--- src/rtl/seq_divider.sv ---
// Sequential signed divider: 16-bit dividend / 8-bit divisor, one quotient bit per clock.
// Restoring division runs on magnitudes; signs, saturation and divide-by-zero are resolved in FIX.
module seq_divider (
  input  logic        clk,
  input  logic        rst_n,
  input  logic        start,
  input  logic [15:0] dividend,
  input  logic [7:0]  divisor,
  output logic [7:0]  quotient,
  output logic [7:0]  remainder,
  output logic        busy,
  output logic        ready,
  output logic        overflow,
  output logic        div_zero
);

  typedef enum logic [1:0] {StIdle, StDiv, StFix} state_e;

  state_e      r_state, w_state_d;
  logic [3:0]  r_cnt, w_cnt_d;
  logic [7:0]  r_prem, w_prem_d;
  logic [15:0] r_qbits, w_qbits_d;
  logic [8:0]  r_dsr, w_dsr_d;
  logic        r_neg_n, w_neg_n_d;
  logic        r_neg_d, w_neg_d_d;
  logic        r_zero, w_zero_d;
  logic [7:0]  r_raw_lo, w_raw_lo_d;
  logic [7:0]  r_quot, w_quot_d;
  logic [7:0]  r_rem, w_rem_d;
  logic        r_ready, w_ready_d;
  logic        r_ovf, w_ovf_d;
  logic        r_dz, w_dz_d;

  logic [15:0] w_dvd_abs;
  logic [8:0]  w_dsr_ext;
  logic [8:0]  w_dsr_abs;
  logic [8:0]  w_shift;
  logic        w_ge;
  logic [7:0]  w_diff;
  logic        w_qneg;
  logic        w_qovf;
  logic [7:0]  w_qmag;

  assign w_dvd_abs = dividend[15] ? (~dividend + 16'd1) : dividend;
  assign w_dsr_ext = {divisor[7], divisor};
  assign w_dsr_abs = divisor[7] ? (~w_dsr_ext + 9'd1) : w_dsr_ext;

  // The dividend magnitude shifts out of r_qbits as quotient bits shift in.
  assign w_shift = {r_prem, r_qbits[15]};
  assign w_ge    = (w_shift >= r_dsr);
  // Difference is below |divisor| <= 128, so the low byte is exact.
  assign w_diff  = w_shift[7:0] - r_dsr[7:0];

  assign w_qneg = r_neg_n ^ r_neg_d;
  assign w_qovf = w_qneg ? (r_qbits > 16'd128) : (r_qbits > 16'd127);
  assign w_qmag = r_qbits[7:0];

  always_comb begin
    w_state_d  = r_state;
    w_cnt_d    = r_cnt;
    w_prem_d   = r_prem;
    w_qbits_d  = r_qbits;
    w_dsr_d    = r_dsr;
    w_neg_n_d  = r_neg_n;
    w_neg_d_d  = r_neg_d;
    w_zero_d   = r_zero;
    w_raw_lo_d = r_raw_lo;
    w_quot_d   = r_quot;
    w_rem_d    = r_rem;
    w_ready_d  = r_ready;
    w_ovf_d    = r_ovf;
    w_dz_d     = r_dz;

    unique case (r_state)
      StIdle: begin
      end
      StDiv: begin
        w_prem_d  = w_ge ? w_diff : w_shift[7:0];
        w_qbits_d = {r_qbits[14:0], w_ge};
        w_cnt_d   = r_cnt + 4'd1;
        if (r_cnt == 4'd15) w_state_d = StFix;
      end
      StFix: begin
        w_state_d = StIdle;
        w_ready_d = 1'b1;
        if (r_zero) begin
          w_quot_d = 8'hFF;
          w_rem_d  = r_raw_lo;
          w_dz_d   = 1'b1;
          w_ovf_d  = 1'b0;
        end else begin
          w_dz_d  = 1'b0;
          w_ovf_d = w_qovf;
          if (w_qovf) w_quot_d = w_qneg ? 8'h80 : 8'h7F;
          else        w_quot_d = w_qneg ? (~w_qmag + 8'd1) : w_qmag;
          w_rem_d = r_neg_n ? (~r_prem + 8'd1) : r_prem;
        end
      end
      default: w_state_d = StIdle;
    endcase

    // A start edge wins in every state, aborting any division in flight.
    if (start) begin
      w_neg_n_d  = dividend[15];
      w_neg_d_d  = divisor[7];
      w_qbits_d  = w_dvd_abs;
      w_dsr_d    = w_dsr_abs;
      w_raw_lo_d = dividend[7:0];
      w_zero_d   = (divisor == 8'd0);
      w_prem_d   = 8'd0;
      w_cnt_d    = 4'd0;
      w_ready_d  = 1'b0;
      w_state_d  = (divisor == 8'd0) ? StFix : StDiv;
    end
  end

  always_ff @(posedge clk or negedge rst_n) begin
    if (!rst_n) begin
      r_state  <= StIdle;
      r_cnt    <= 4'd0;
      r_prem   <= 8'd0;
      r_qbits  <= 16'd0;
      r_dsr    <= 9'd0;
      r_neg_n  <= 1'b0;
      r_neg_d  <= 1'b0;
      r_zero   <= 1'b0;
      r_raw_lo <= 8'd0;
      r_quot   <= 8'd0;
      r_rem    <= 8'd0;
      r_ready  <= 1'b0;
      r_ovf    <= 1'b0;
      r_dz     <= 1'b0;
    end else begin
      r_state  <= w_state_d;
      r_cnt    <= w_cnt_d;
      r_prem   <= w_prem_d;
      r_qbits  <= w_qbits_d;
      r_dsr    <= w_dsr_d;
      r_neg_n  <= w_neg_n_d;
      r_neg_d  <= w_neg_d_d;
      r_zero   <= w_zero_d;
      r_raw_lo <= w_raw_lo_d;
      r_quot   <= w_quot_d;
      r_rem    <= w_rem_d;
      r_ready  <= w_ready_d;
      r_ovf    <= w_ovf_d;
      r_dz     <= w_dz_d;
    end
  end

  assign quotient  = r_quot;
  assign remainder = r_rem;
  assign busy      = (r_state != StIdle);
  assign ready     = r_ready;
  assign overflow  = r_ovf;
  assign div_zero  = r_dz;

endmodule

--- config.mk ---
export PLATFORM = sky130hd
export DESIGN_NAME = seq_divider
export DESIGN_NICKNAME = d
export VERILOG_FILES = /design/src/rtl/seq_divider.sv
export SDC_FILE = /design/constraint.sdc
export NUM_CORES = 1
export LEC_CHECK = 0
export ABC_AREA = 1
export CORE_ASPECT_RATIO = 1.4
export CORE_MARGIN = 2
export CORE_UTILIZATION = 54
export CTS_BUF_LIST = sky130_fd_sc_hd__clkbuf_8 sky130_fd_sc_hd__clkbuf_16
export DETAILED_ROUTE_END_ITERATION = 16
export PLACE_DENSITY = 0.77
export SLEW_MARGIN = 5
export SYNTH_ARGS = -nofsm -noshare
export SYNTH_HDL_FRONTEND = slang
export SYNTH_SLANG_ARGS = --single-unit
--- constraint.sdc ---
create_clock -name clk -period 3.85 [get_ports clk]
set_input_delay 0.77 -clock clk [delete_from_list [all_inputs] [get_ports clk]]
set_output_delay 0.77 -clock clk [all_outputs]
set_load 0.01 [all_outputs]
==> metrics.txt, run 1 <==
status=finished, final reports clean; wl on met1=4500 µm; commonest non-fill, non-tap cell in the layout=nand2_1; WP data required=3.08 ns; Die Y-Extent=110 µm; maximum VDD drop=0.390 mV; initial antenna violation count=0; max-cap violations=0; Multi-input gate area=2190 µm²; number of I/O pins=47; CORE AREA=7800 µm²; max_slew headroom=0.422; worst r2r src=r_prem[5]; hold_buf cts=0; most frequent cells in the layout=nand2_1, inv_1, dfrtp_1; Hold Path Class=reg -> reg; Crit. End Element=output pin; Post-DRT Antenna Nets=0; R2R depth=9; hold_sp=div_zero; Met3 Routed Length=361 µm; largest net degree at the start of global routing=70; Endpoint, Worst Hold=div_zero; Max Used Layer=met4; Final Instance Area=5070 µm²; placer's final routability congestion estimate=0.912; Initial Util=0.559; GRT Resource Usage Total=0.265; IO buf count=46; Leak=2.54 nW; drt drc=0; mapped cell area=4360 µm²; Syn Nets=637; critical path type=reg -> out; Ys Warns=0; Synth top area share=0.396; routed wire length=10,800 µm; total gr overflow=0; clock root cell=clkbuf_8; Vias/cell=5.49; leading area contributor after synthesis=dfrtp_1; P&R area growth vs syn=16.2%; flop2flop setup slack=1.99 ns; sequential share of the synthesized area=0.396; RSZ-0062 raised after global routing=false; crit path DAT=1.48 ns; Syn Inst Count=595; Storage cell area=1730 µm²; DR pass1 iterations=6; Layout Skew=0.0122 ns; Placement Rows=38; postcts setup bufs=0; Critical Path Start Type=register; Reg-to-Reg End=r_prem[7]; CTS max path bufs=2; die area=8820 µm²; minimum clock period=2.25 ns; measured slew at the worst slew-check pin=0.867 ns; met2 WL=5570 µm; cts repair resizes=0; layout cell share with drive strength beyond 1=0.0885; clock tree from TritonCTS=yes; Synth area leaders=dfrtp_1, nand2_1, nand3_1; Fin. Hold Viols=0; Hold Path Cell Cnt=2; Chip Width=79.9 µm; CTS Buf Count=9; part of the cycle the worst path needs=0.585; pwr dens=562 nW/µm²; Fmax=444 MHz; number of global-route vias before repair=3,958; clock tree sinks=69; final slew viol count=0; DRT iter0 DRCs=305; WL/cell=14.5 µm; Yosys reg bits=69; Via Count=4,081; Area after DPL=4870 µm²; Worst-path clk slew=0.07 ns; Nets=681; syn avg cell area=7.33 µm²; Worst-Skew Late Latency=0.36 ns; Fillers=711; dpl hpwl=8200 µm; Setup-failing EPs final=0; antenna fix cells=0; library cells used by synthesis=37; CP max FO=3; first-pass GRT wire length=17,900 µm; H-tree depth=3; setup TNS=0 ns
## synthesized netlist by cell type (all sizes together)
| library cell | instances |
|---|---|
| dfrtp | 69 |
| clkbuf | 3 |
| or2 | 1 |
| fa | 1 |
| o22ai | 8 |
| o21a | 2 |
| a22oi | 1 |
| xnor2 | 2 |
| nor3 | 3 |
| o41ai | 1 |
| a21oi | 23 |
| xor2 | 10 |
| o21ai | 39 |
| nand2 | 172 |
| o221ai | 8 |
| nand4 | 13 |
| o31ai | 3 |
| nand3 | 57 |
| o21bai | 7 |
| nor2 | 47 |
| ha | 14 |
| buf | 13 |
| o211ai | 5 |
| inv | 92 |
| clkinv | 1 |
## logic make-up (layout without fill, tap and decap cells)
kind of cell,count (synthesis),in the layout,share of synthesized area
AOI/OAI and AO/OA,97,97,0.136
xor gates and xnor gates,12,12,0.0241
adders and majority gates,15,15,0.0448
buffers and inverters,109,158,0.102
DFF,69,69,0.396
and+or+nand+nor,293,293,0.297
## metrics by stage
stage	instances	hold slack (ns)	util	setup WS (ns)	total power (W)
5_1_grt	744	0.502	0.650	1.42	0.00307
3_5_place_dp	728	0.461	0.625	1.27	0.00227
2_1_floorplan	595	0.448	-	2.09	0.00187
6_report	744	0.478	0.650	1.60	0.00285
3_3_place_gp	728	0.456	0.625	1.32	0.00224
4_1_cts	744	0.479	0.650	1.58	0.00285
## area by class of cell
type	count	share of cell area
well taps	100	0.0247
multi-input cells	417	0.432
inverters	93	0.0704
clock inverters	6	0.0109
clock buffers	10	0.0272
flip-flops and latches	69	0.341
repair buffers	49	0.0943
## how the worst max path moves through the flow
stage / cells after the start / start / to / slack, ns
finish: 2 / r_state[0] / busy / 1.60
global route: 6 / start / r_qbits[15] / 1.42
CTS: 2 / r_state[1] / busy / 1.58
detailed placement: 6 / start / r_qbits[15] / 1.27
global placement: 6 / start / r_qbits[15] / 1.32
floorplan: 10 / dividend[0] / r_qbits[10] / 2.09
## where the power goes
part           internal (W)  switching (W)
Combinational      0.000517       0.000744
Clock              0.000310       0.000275
Sequential         0.000877       0.000124
Total               0.00170        0.00114
## state kept, by name, indices dropped and copies added (netlist names), 2 cells and up
register   count
quotient       8
r_cnt          4
r_dsr          9
r_prem         8
r_qbits       16
r_raw_lo       8
r_state        2
remainder      8
## worst max-delay path, stage by stage, from the launching register on
cell and delay (ns):
dfrtp_1 0.39, or2_2 0.27, clkdlybuf4s50_1 0.48
## routing by layer
metal | up-vias | global-route usage
li1 | 2035 | -
met1 | 1913 | 0.297
met2 | 105 | 0.469
met3 | 28 | 0.0497
met4 | 0 | 0.146
met5 | - | 0
No activity file was read; power rests on OpenSTA's default activity.
==> run 2, diff against run 1 <==
==> constraint.sdc (replaced) <==
create_clock -name clk -period 2.35 [get_ports clk]
set_input_delay 0.47 -clock clk [delete_from_list [all_inputs] [get_ports clk]]
set_output_delay 0.47 -clock clk [all_outputs]
set_load 0.01 [all_outputs]
==> run 2 against run 1 <==
Wire length increased by 2.0%. Sequential share of layout area decreased by 0.59 points. Setup slack got worse by 1.2 ns. Critical path type unchanged. Largest cell class unchanged. Sequential cell count unchanged. Non-clock buffer count increased by 3. Worst hold slack got worse by 0.38 ns. Total power increased by 70%. Clock-buffer cell count increased by 1.
==> metrics.txt, run 2 (synthesized netlist as in run 1, its figures left out) <==
status=finished, final reports clean; number of I/O pins=47; maximum VDD drop=0.607 mV; pwr dens=940 nW/µm²; CTS max path bufs=2; DRT iter0 DRCs=263; critical path type=reg -> out; Multi-input gate area=2190 µm²; minimum clock period=1.97 ns; clock root cell=clkbuf_8; Layout Skew=0.00697 ns; max_slew headroom=0.620; cts repair resizes=0; WP data required=1.88 ns; antenna fix cells=0; Worst-Skew Late Latency=0.36 ns; Crit. End Element=output pin; drt drc=0; first-pass GRT wire length=18,200 µm; Hold Path Class=in -> async; Storage cell area=1730 µm²; CP max FO=2; Critical Path Start Type=register; Initial Util=0.559; Top reg by flops=r_qbits; placer's final routability congestion estimate=0.950; routed wire length=11,000 µm; WL/cell=14.8 µm; clock tree sinks=69; Fin. Hold Viols=0; part of the cycle the worst path needs=0.837; Setup-failing EPs final=0; die area=8820 µm²; largest net degree at the start of global routing=47; biggest regs=r_qbits: 16 flops, r_dsr: 9 flops; Placement Rows=38; Chip Width=79.9 µm; crit path DAT=1.50 ns; Nets=684; Leak=2.57 nW; GRT Resource Usage Total=0.268; commonest non-fill, non-tap cell in the layout=nand2_1; total gr overflow=0; number of global-route vias before repair=3,939; DR pass1 iterations=4; clock tree from TritonCTS=yes; Via Count=4,140; RSZ-0062 raised after global routing=false; postcts setup bufs=0; Fmax=509 MHz; H-tree depth=3; CORE AREA=7800 µm²; Fillers=697; max-cap violations=0; worst slack, placed=0.214 ns; setup TNS=0 ns; CTS Buf Count=9; layout cell share with drive strength beyond 1=0.0958; total power=0.00485 W; final slew viol count=0; Die Y-Extent=110 µm; most frequent cells in the layout=nand2_1, inv_1, dfrtp_1; measured slew at the worst slew-check pin=0.571 ns; hold_buf cts=0; IO buf count=46; Worst-path clk slew=0.07 ns; max reg flops=16; Post-DRT Antenna Nets=0; Vias/cell=5.54; initial antenna violation count=0; dpl hpwl=8380 µm; P&R area growth vs syn=18.3%; Final WS setup=0.384 ns; Min Hold Slack=0.101 ns
==> run 2: changes by cell type in the layout (fill, tap and decap cells not counted) <==
cell,delta
clkinvlp_4,+2
inv_1,-2
clkinv_2,-2
bufinv_16,+1
buf_4,+1
buf_12,+2
clkbuf_8,+1
==> run 2: critical path: stages, from the launching register on <==
cell and delay (ns):
dfrtp_1 0.38, or2_2 0.29, clkdlybuf4s50_1 0.47
==> run 2: layer usage <==
layer | global-route usage | vias to the layer above | share of wire | wire, µm
met1 | 0.318 | 1945 | 0.41 | 4490
met2 | 0.471 | 142 | 0.52 | 5700
met3 | 0.0562 | 23 | 0.047 | 520
met4 | 0.104 | 0 | 0.029 | 315
li1 | - | 2030 | - | -
met5 | 0 | - | 0 | 0
==> run 2: final timing paths <==
path	from	endpoint	slack [ns]	cells after the start
max in group asynchronous	rst_n	r_state[0]	1.61	2
max	r_state[1]	busy	0.38	2
max reg2reg	r_prem[3]	r_prem[7]	0.46	11
min in group clk	div_zero	div_zero	0.48	2
min reg2reg	div_zero	div_zero	0.48	2
min	rst_n	r_raw_lo[2]	0.10	1
==> run 2: final cells by class <==
type                       instances  area share
tap                              100      0.0243
sequential                        69       0.335
multi-input combinational        417       0.424
clock buffer                      11      0.0294
inverter                          93      0.0692
timing repair buffer              52       0.102
clock inverter                     5      0.0160
==> run 2: report_power, final <==
| group | total [W] | switching [W] | internal (W) |
|---|---|---|---|
| clock | 0.00112 | 0.000462 | 0.000655 |
| combinational | 0.00209 | 0.00123 | 0.000858 |
| sequential | 0.00164 | 0.000207 | 0.00144 |
==> run 2: per-stage QoR <==
step | utilization | area, µm² | cells
final | 0.661 | 5150 | 747
after global routing | 0.661 | 5150 | 747
after CTS | 0.661 | 5150 | 747
after detailed placement | 0.631 | 4920 | 731
after global placement | 0.631 | 4920 | 731
after floorplan | - | 4360 | 595
